File: src/rtl/tap_pkg.sv
// Shared TAP definitions: 1149.1 state codes, host command opcodes, and the
// next-state / shortest-walk helpers used by the sequencer and its mirror.
package tap_pkg;

  localparam logic [3:0] TLR   = 4'hF;
  localparam logic [3:0] RTI   = 4'hC;
  localparam logic [3:0] SelDR = 4'h7;
  localparam logic [3:0] CapDR = 4'h6;
  localparam logic [3:0] ShDR  = 4'h2;
  localparam logic [3:0] Ex1DR = 4'h1;
  localparam logic [3:0] PauDR = 4'h3;
  localparam logic [3:0] Ex2DR = 4'h0;
  localparam logic [3:0] UpdDR = 4'h5;
  localparam logic [3:0] SelIR = 4'h4;
  localparam logic [3:0] CapIR = 4'hE;
  localparam logic [3:0] ShIR  = 4'hA;
  localparam logic [3:0] Ex1IR = 4'h9;
  localparam logic [3:0] PauIR = 4'hB;
  localparam logic [3:0] Ex2IR = 4'h8;
  localparam logic [3:0] UpdIR = 4'hD;

  typedef enum logic [1:0] {
    OpGoto  = 2'b00,
    OpShift = 2'b01,
    OpReset = 2'b10,
    OpIdle  = 2'b11
  } cmd_op_e;

  function automatic logic [3:0] tap_next(input logic [3:0] state, input logic tms);
    case (state)
      TLR:     return tms ? TLR   : RTI;
      RTI:     return tms ? SelDR : RTI;
      SelDR:   return tms ? SelIR : CapDR;
      CapDR:   return tms ? Ex1DR : ShDR;
      ShDR:    return tms ? Ex1DR : ShDR;
      Ex1DR:   return tms ? UpdDR : PauDR;
      PauDR:   return tms ? Ex2DR : PauDR;
      Ex2DR:   return tms ? UpdDR : ShDR;
      UpdDR:   return tms ? SelDR : RTI;
      SelIR:   return tms ? TLR   : CapIR;
      CapIR:   return tms ? Ex1IR : ShIR;
      ShIR:    return tms ? Ex1IR : ShIR;
      Ex1IR:   return tms ? UpdIR : PauIR;
      PauIR:   return tms ? Ex2IR : PauIR;
      Ex2IR:   return tms ? UpdIR : ShIR;
      UpdIR:   return tms ? SelDR : RTI;
      default: return TLR;
    endcase
  endfunction

  // States the TAP can be parked in indefinitely with a constant TMS.
  function automatic logic is_stable(input logic [3:0] state);
    return (state == TLR) || (state == RTI) || (state == ShDR) || (state == PauDR) ||
           (state == ShIR) || (state == PauIR);
  endfunction

  // First TMS bit of the shortest walk cur -> tgt; each mask is indexed by the cur encoding.
  function automatic logic shortest_tms(input logic [3:0] cur, input logic [3:0] tgt);
    logic [15:0] mask;
    case (tgt)
      RTI:     mask = 16'h4FDF;
      ShDR:    mask = 16'h7F38;
      PauDR:   mask = 16'h7F74;
      ShIR:    mask = 16'h38EF;
      PauIR:   mask = 16'h74EF;
      default: mask = 16'hFFFF;
    endcase
    return mask[cur];
  endfunction

endpackage

File: src/rtl/tap_tms_sequencer_if.sv
// Host command/response channel of the TAP sequencer: valid/ready command in,
// single-cycle response pulse out.
interface tap_tms_sequencer_if #(
  parameter int unsigned DATA_W = 32,
  parameter int unsigned LEN_W  = 6
);
  import tap_pkg::*;

  logic              cmd_valid;
  logic              cmd_ready;
  cmd_op_e           cmd_op;
  logic [3:0]        cmd_state;
  logic [LEN_W-1:0]  cmd_len;
  logic [DATA_W-1:0] cmd_data;
  logic              rsp_valid;
  logic [DATA_W-1:0] rsp_data;
  logic              rsp_err;

  modport master (
    output cmd_valid, cmd_op, cmd_state, cmd_len, cmd_data,
    input  cmd_ready, rsp_valid, rsp_data, rsp_err
  );

  modport slave (
    input  cmd_valid, cmd_op, cmd_state, cmd_len, cmd_data,
    output cmd_ready, rsp_valid, rsp_data, rsp_err
  );

endinterface

File: src/rtl/tap_state_mirror.sv
// Local copy of the remote TAP controller state, advanced with the TMS/TRST
// values the TAP samples on each rising edge.
module tap_state_mirror
  import tap_pkg::*;
(
  input  logic       clk_i,
  input  logic       rst_ni,
  input  logic       tms_i,
  input  logic       trst_i,
  output logic [3:0] state_o,
  output logic [3:0] state_next_o
);

  logic [3:0] state_q;

  assign state_next_o = trst_i ? TLR : tap_next(state_q, tms_i);
  assign state_o      = state_q;

  always_ff @(posedge clk_i or negedge rst_ni) begin
    if (!rst_ni) begin
      state_q <= TLR;
    end else begin
      state_q <= state_next_o;
    end
  end

endmodule

File: src/rtl/tap_tms_sequencer.sv
// TAP link initiator: turns host GOTO/SHIFT/RESET/IDLE commands into TMS/TDI/TRST
// pad activity, tracks the remote TAP state and returns captured TDO data.
module tap_tms_sequencer
  import tap_pkg::*;
#(
  parameter int unsigned DATA_W      = 32,
  parameter int unsigned LEN_W       = 6,
  parameter int unsigned SYNC_CYCLES = 5
) (
  input  logic                 GCLK_Pad,
  input  logic                 RSTN_Pad,
  tap_tms_sequencer_if.slave   cmd,
  input  logic                 TDO_Pad,
  output logic                 TMS_Pad,
  output logic                 TDI_Pad,
  output logic                 TRST_Pad,
  output logic [3:0]           tap_state
);

  typedef enum logic [2:0] {
    StSync, StReady, StWalk, StShift, StExit, StIdleRun, StRstPulse, StDone
  } st_e;

  st_e               st_q;
  logic              tms_q, tdi_q, trst_q;
  logic              ready_q, rsp_valid_q, rsp_err_q, rst_cmd_q;
  logic [DATA_W-1:0] rsp_data_q, cap_q, sh_q, bit_q;
  logic [LEN_W-1:0]  rem_q;
  logic [3:0]        tgt_q;
  logic [3:0]        mir_q, mir_d;
  logic              shift_ok;

  tap_state_mirror u_mirror (
    .clk_i        (GCLK_Pad),
    .rst_ni       (RSTN_Pad),
    .tms_i        (tms_q),
    .trst_i       (trst_q),
    .state_o      (mir_q),
    .state_next_o (mir_d)
  );

  assign shift_ok = ((mir_d == ShDR) || (mir_d == ShIR)) && (cmd.cmd_len != '0) &&
                    (cmd.cmd_len <= LEN_W'(DATA_W));

  always_ff @(posedge GCLK_Pad or negedge RSTN_Pad) begin
    if (!RSTN_Pad) begin
      st_q        <= StSync;
      tms_q       <= 1'b1;
      tdi_q       <= 1'b0;
      trst_q      <= 1'b0;
      ready_q     <= 1'b0;
      rsp_valid_q <= 1'b0;
      rsp_err_q   <= 1'b0;
      rst_cmd_q   <= 1'b0;
      rsp_data_q  <= '0;
      cap_q       <= '0;
      sh_q        <= '0;
      bit_q       <= '0;
      rem_q       <= LEN_W'(SYNC_CYCLES);
      tgt_q       <= TLR;
    end else begin
      // Parking TMS keeps the TAP where the mirror says it will be next.
      tms_q  <= (mir_d == TLR);
      tdi_q  <= 1'b0;
      trst_q <= 1'b0;
      unique case (st_q)
        StSync: begin
          tms_q <= 1'b1;
          if (rem_q == LEN_W'(1)) begin
            rst_cmd_q <= 1'b0;
            if (rst_cmd_q) begin
              st_q        <= StDone;
              rsp_valid_q <= 1'b1;
            end else begin
              st_q    <= StReady;
              ready_q <= 1'b1;
            end
          end else begin
            rem_q <= rem_q - 1'b1;
          end
        end
        StReady: begin
          if (cmd.cmd_valid) begin
            ready_q <= 1'b0;
            unique case (cmd.cmd_op)
              OpGoto: begin
                if (!is_stable(cmd.cmd_state)) begin
                  st_q        <= StDone;
                  rsp_valid_q <= 1'b1;
                  rsp_err_q   <= 1'b1;
                end else if (cmd.cmd_state == mir_d) begin
                  st_q        <= StDone;
                  rsp_valid_q <= 1'b1;
                end else begin
                  tgt_q <= cmd.cmd_state;
                  tms_q <= shortest_tms(mir_d, cmd.cmd_state);
                  st_q  <= StWalk;
                end
              end
              OpShift: begin
                if (!shift_ok) begin
                  st_q        <= StDone;
                  rsp_valid_q <= 1'b1;
                  rsp_err_q   <= 1'b1;
                end else begin
                  tdi_q <= cmd.cmd_data[0];
                  sh_q  <= cmd.cmd_data >> 1;
                  tms_q <= (cmd.cmd_len == LEN_W'(1));
                  rem_q <= cmd.cmd_len;
                  bit_q <= DATA_W'(1);
                  cap_q <= '0;
                  st_q  <= StShift;
                end
              end
              OpReset: begin
                trst_q <= 1'b1;
                tms_q  <= 1'b1;
                st_q   <= StRstPulse;
              end
              OpIdle: begin
                if (mir_d != RTI) begin
                  st_q        <= StDone;
                  rsp_valid_q <= 1'b1;
                  rsp_err_q   <= 1'b1;
                end else if (cmd.cmd_len == '0) begin
                  st_q        <= StDone;
                  rsp_valid_q <= 1'b1;
                end else begin
                  rem_q <= cmd.cmd_len;
                  st_q  <= StIdleRun;
                end
              end
              default: st_q <= StDone;
            endcase
          end
        end
        StWalk: begin
          if (mir_d == tgt_q) begin
            st_q        <= StDone;
            rsp_valid_q <= 1'b1;
          end else begin
            tms_q <= shortest_tms(mir_d, tgt_q);
          end
        end
        StShift: begin
          // bit_q is a one-hot pointer to the rsp_data bit captured on this edge.
          cap_q <= cap_q | ({DATA_W{TDO_Pad}} & bit_q);
          bit_q <= bit_q << 1;
          if (rem_q == LEN_W'(1)) begin
            tms_q <= 1'b0;
            st_q  <= StExit;
          end else begin
            rem_q <= rem_q - 1'b1;
            tdi_q <= sh_q[0];
            sh_q  <= sh_q >> 1;
            tms_q <= (rem_q == LEN_W'(2));
          end
        end
        StExit: begin
          rsp_data_q  <= cap_q;
          rsp_valid_q <= 1'b1;
          st_q        <= StDone;
        end
        StIdleRun: begin
          if (rem_q == LEN_W'(1)) begin
            st_q        <= StDone;
            rsp_valid_q <= 1'b1;
          end else begin
            rem_q <= rem_q - 1'b1;
          end
        end
        StRstPulse: begin
          tms_q     <= 1'b1;
          rem_q     <= LEN_W'(SYNC_CYCLES);
          rst_cmd_q <= 1'b1;
          st_q      <= StSync;
        end
        StDone: begin
          rsp_valid_q <= 1'b0;
          rsp_err_q   <= 1'b0;
          ready_q     <= 1'b1;
          st_q        <= StReady;
        end
        default: st_q <= StSync;
      endcase
    end
  end

  assign TMS_Pad       = tms_q;
  assign TDI_Pad       = tdi_q;
  assign TRST_Pad      = trst_q;
  assign tap_state     = mir_q;
  assign cmd.cmd_ready = ready_q;
  assign cmd.rsp_valid = rsp_valid_q;
  assign cmd.rsp_err   = rsp_err_q;
  assign cmd.rsp_data  = rsp_data_q;

endmodule

File: src/flat_wrapper.sv
// flat-port wrapper written by rule: the top's interface ports become plain ports
module tap_tms_sequencer_flat import tap_pkg::*;
#(
  parameter int unsigned DATA_W      = 32,
  parameter int unsigned LEN_W       = 6,
  parameter int unsigned SYNC_CYCLES = 5
)
  (GCLK_Pad, RSTN_Pad, TDO_Pad, TMS_Pad, TDI_Pad, TRST_Pad, tap_state, cmd_cmd_valid, cmd_cmd_op, cmd_cmd_state, cmd_cmd_len, cmd_cmd_data, cmd_cmd_ready, cmd_rsp_valid, cmd_rsp_data, cmd_rsp_err);
  tap_tms_sequencer_if #(.DATA_W(DATA_W), .LEN_W(LEN_W)) cmd_i ();
  input  logic GCLK_Pad;
  input  logic RSTN_Pad;
  input  logic TDO_Pad;
  output logic TMS_Pad;
  output logic TDI_Pad;
  output logic TRST_Pad;
  output logic [3:0] tap_state;
  input wire logic [$bits(cmd_i.cmd_valid)-1:0] cmd_cmd_valid;
  input wire logic [$bits(cmd_i.cmd_op)-1:0] cmd_cmd_op;
  input wire logic [$bits(cmd_i.cmd_state)-1:0] cmd_cmd_state;
  input wire logic [$bits(cmd_i.cmd_len)-1:0] cmd_cmd_len;
  input wire logic [$bits(cmd_i.cmd_data)-1:0] cmd_cmd_data;
  output wire logic [$bits(cmd_i.cmd_ready)-1:0] cmd_cmd_ready;
  output wire logic [$bits(cmd_i.rsp_valid)-1:0] cmd_rsp_valid;
  output wire logic [$bits(cmd_i.rsp_data)-1:0] cmd_rsp_data;
  output wire logic [$bits(cmd_i.rsp_err)-1:0] cmd_rsp_err;
  assign cmd_i.cmd_valid = cmd_cmd_valid;
  assign cmd_i.cmd_op = cmd_cmd_op;
  assign cmd_i.cmd_state = cmd_cmd_state;
  assign cmd_i.cmd_len = cmd_cmd_len;
  assign cmd_i.cmd_data = cmd_cmd_data;
  assign cmd_cmd_ready = cmd_i.cmd_ready;
  assign cmd_rsp_valid = cmd_i.rsp_valid;
  assign cmd_rsp_data = cmd_i.rsp_data;
  assign cmd_rsp_err = cmd_i.rsp_err;
  tap_tms_sequencer #(.DATA_W(DATA_W), .LEN_W(LEN_W), .SYNC_CYCLES(SYNC_CYCLES)) u_core (.GCLK_Pad(GCLK_Pad), .RSTN_Pad(RSTN_Pad), .cmd(cmd_i), .TDO_Pad(TDO_Pad), .TMS_Pad(TMS_Pad), .TDI_Pad(TDI_Pad), .TRST_Pad(TRST_Pad), .tap_state(tap_state));
endmodule
File: config.mk
export PLATFORM = sky130hd
export DESIGN_NAME = tap_tms_sequencer_flat
export DESIGN_NICKNAME = d
export VERILOG_FILES = /design/src/rtl/tap_pkg.sv /design/src/rtl/tap_tms_sequencer_if.sv /design/src/rtl/tap_state_mirror.sv /design/src/rtl/tap_tms_sequencer.sv /design/src/flat_wrapper.sv
export SDC_FILE = /design/constraint.sdc
export NUM_CORES = 1
export LEC_CHECK = 0
export BUFFER_PORTS_ARGS = -buffer_cell sky130_fd_sc_hd__buf_2
export CAP_MARGIN = 20
export CORE_MARGIN = 3
export CORE_UTILIZATION = 30
export DETAILED_ROUTE_END_ITERATION = 16
export SLEW_MARGIN = 20
export SYNTH_ARGS = -nofsm -noshare
export SYNTH_HDL_FRONTEND = slang
export SYNTH_HIERARCHICAL = 1
export SYNTH_SLANG_ARGS = --single-unit
File: constraint.sdc
create_clock -name GCLK_Pad -period 7.3 [get_ports GCLK_Pad]
set_input_delay 0.73 -clock GCLK_Pad [delete_from_list [all_inputs] [get_ports GCLK_Pad]]
set_output_delay 0.73 -clock GCLK_Pad [all_outputs]
set_load 0.005 [all_outputs]
==> impl_metrics.ini <==
[timing]
final.period_utilization_pct = 51.13
tightestPinTransition_ns = 1.042
max_freq_mhz = 267.9
rsz0062_at_grt = no
drv_slew = 0
finalSetupViolCount = 0
finalHoldViolations = 0
relSlewSlack_pct = 30.36
period_minus_slack_ns = 3.732
whs_ns = 0.3527
tns_ns = 0
fin_skew_ns = 0.01294

[global_route]
grt_overflow_total = 0
grt_max_degree = 84
grt_pass1_wl_um = 26840
grt_usage_pct = 12.86
grt_pass1_vias = 5139
antenna_found_initial = 0

[die]
coreArea_um2 = 22780
io_pins = 90
die_y_um = 158.7
dieArea_um2 = 25200
die_w_um = 158.7
num_rows = 55
initial_core_util_pct = 30.72

[clock_network]
clk_pin_slew_ns = 0.07
cts_buffer_depth = 2
cts_made_buffers = 17
cts_resized = 0
htree_num_levels = 4
root_buffer = clkbuf_16
post_cts_buffers = 0
clk_latency_ns = 0.42
tritoncts = done
clkSinkCount = 151
cts-hold-fix-buffers = 0

[layout]
instances_no_fill = 1070
nNetsFinal = 795
drive_above_1_share_pct = 26.29
fin_util_pct = 36.65
diodes = 0
syn_to_final_growth_pct = 19.31

[yosys]
yosys_most_used_dff = dfrtp_1
async_flop_share_pct = 100.0
syn_inst = 674
synth.distinct_cells = 75
yosysWarnings = 6
synth_edf_count = 0
synth_area_um2 = 6998
synth_area_per_cell_um2 = 10.38
synth_fp_nets = 725
synth-seq-cells = 151
ys_seq_area_share_pct = 54.19

[run_status]
outcome = finished, final reports clean

[worst_hold_path]
min_path_type = primary input to async pin

[setup_path]
start_kind = flip-flop
rrSetupSlack_ns = 3.57
reg2reg_from = u_core/TMS_Pad
endpoint_kind = flip-flop
cp_max_fo = 66
r2r_end = u_core/sh_q[26]
crit_required_ns = 7.56
critPathKind = flip-flop to flip-flop
r2r_cells = 8
cp.arrival_ns = 3.99

[detailed_routing]
vias_per_cell = 5.012
ant_nets = 0
vias = 5363
wirelength_um = 16070
detail_route.first_pass.iterations = 5
drtIter0Drc = 281
route.detailed.drc = 0
drt-wirelength-per-cell_um = 15.02

[place]
dp.cells = 1038
portBuffers = 89
dp_hpwl_um = 10250
gp_congestion = 0.8023

[power]
power_leakage_uw = 0.003870
vdd_drop_max_mv = 0.1487
power_density_nw_per_um2 = 410.5
finalPower_uw = 3428

[run]
cap_violations = 0
[critical path, stage by stage (launching register included)]
cell and delay, ns:
dfstp_2 0.61, nor2_2 0.07, a221o_1 0.51, nand2b_4 0.22, or3_1 0.42, nor4_4 0.29, buf_4 0.58, or2_2 0.62
a31oi_1 0.18
[state kept, by name, summed over array words and instances (netlist names), 3 cells and up]
| signal | flops |
|---|---|
| u_core/tgt_q | 4 |
| u_core/st_q | 3 |
| u_core/u_mirror/state_o | 4 |
| u_core/cap_q | 32 |
| u_core/sh_q | 31 |
| u_core/cmd.rsp_data | 32 |
| u_core/bit_q | 32 |
| u_core/rem_q | 6 |
[stage by stage]
step | instance area [um^2] | setup slack, ns
2_1_floorplan | 6998 | 4.510
3_3_place_gp | 7732 | 3.631
3_5_place_dp | 7732 | 3.564
4_1_cts | 8349 | 3.559
5_1_grt | 8349 | 3.344
6_report | 8349 | 3.568
[report_power, final]
group | internal [uW] | total [uW] | leakage [uW] | switching, uW
sequential | 1070 | 1240 | 0.00196 | 170
combinational | 523 | 1270 | 0.00161 | 747
clock | 529 | 915 | 0.000297 | 386
total | 2120 | 3430 | 0.00387 | 1300
[cell usage after synthesis, types with 3 or more instances]
| cell | number | share of area (%) |
|---|---|---|
| inv_1 | 12 | 0.64 |
| a31oi_1 | 35 | 3.1 |
| a2bb2oi_1 | 3 | 0.38 |
| nor3b_1 | 4 | 0.43 |
| mux2i_1 | 4 | 0.57 |
| a21oi_1 | 51 | 3.6 |
| a22o_1 | 32 | 4.0 |
| mux2_2 | 36 | 5.8 |
| nand3_1 | 8 | 0.57 |
| nor2_1 | 53 | 2.8 |
| nor2b_1 | 10 | 0.89 |
| or3_1 | 4 | 0.36 |
| clkbuf_1 | 29 | 1.6 |
| nor3_1 | 40 | 2.9 |
| nand2_1 | 79 | 4.2 |
| dfrtp_1 | 140 | 50 |
| o211ai_1 | 3 | 0.32 |
| a221oi_1 | 6 | 0.75 |
| o22ai_1 | 6 | 0.54 |
| o31ai_1 | 3 | 0.32 |
| nand2b_1 | 5 | 0.45 |
| xnor2_1 | 7 | 0.88 |
| buf_2 | 14 | 1.0 |
| nand3b_1 | 3 | 0.32 |
| dfstp_2 | 11 | 4.1 |
| ha_1 | 3 | 0.54 |
| nor4_1 | 4 | 0.36 |
| xor2_1 | 4 | 0.50 |
| o21ai_0 | 9 | 0.64 |
[worst max path at each step]
stage | startpoint | to | slack, ns | depth (start not counted)
6_report | u_core/TMS_Pad | u_core/sh_q[26] | 3.57 | 8
5_1_grt | u_core/TMS_Pad | u_core/sh_q[13] | 3.34 | 8
4_1_cts | u_core/u_mirror/state_o[2] | u_core/sh_q[13] | 3.56 | 8
3_5_place_dp | u_core/u_mirror/state_o[2] | u_core/sh_q[13] | 3.56 | 8
3_3_place_gp | u_core/u_mirror/state_o[2] | u_core/sh_q[23] | 3.63 | 8
2_1_floorplan | u_core/u_mirror/state_o[2] | u_core/rem_q[0] | 4.51 | 9
[area by class of cell]
type	instances	area, um^2
inverter	12	45.04
timing repair buffer	99	526.8
clock buffer	18	439.2
clock inverter	14	177.7
fill	2319	14430
sequential	151	3792
tap	313	391.6
multi-input combinational	463	2977
[cell families after synthesis]
group,synth area share (%)
DFF,54.19
xor gates and xnor gates,1.377
muxes,6.580
adders and majority gates,0.5364
and+or+nand+nor,15.77
buffers and inverters,3.683
AOI/OAI and AO/OA,17.86
[placed cells by master (no fill, tap or decap), drive strengths merged, types with 10 or more instances in the layout]
| cell type | n |
|---|---|
| clkbuf | 18 |
| a21oi | 52 |
| nor3 | 41 |
| dfstp | 11 |
| buf | 99 |
| mux2 | 37 |
| dfrtp | 140 |
| o21ai | 11 |
| nand2 | 79 |
| nor2b | 10 |
| a31oi | 35 |
| nor2 | 54 |
| a22o | 33 |
| inv | 20 |
[routing by layer]
layer	vias to the layer above	part of all wire, %	GRT usage [%]
met5	-	0	0
met3	12	4.5	2.557
met2	151	45	19.11
met1	2609	49	18.91
li1	2591	-	-
met4	0	1.1	3.940
(Power assumes the default switching activity.)
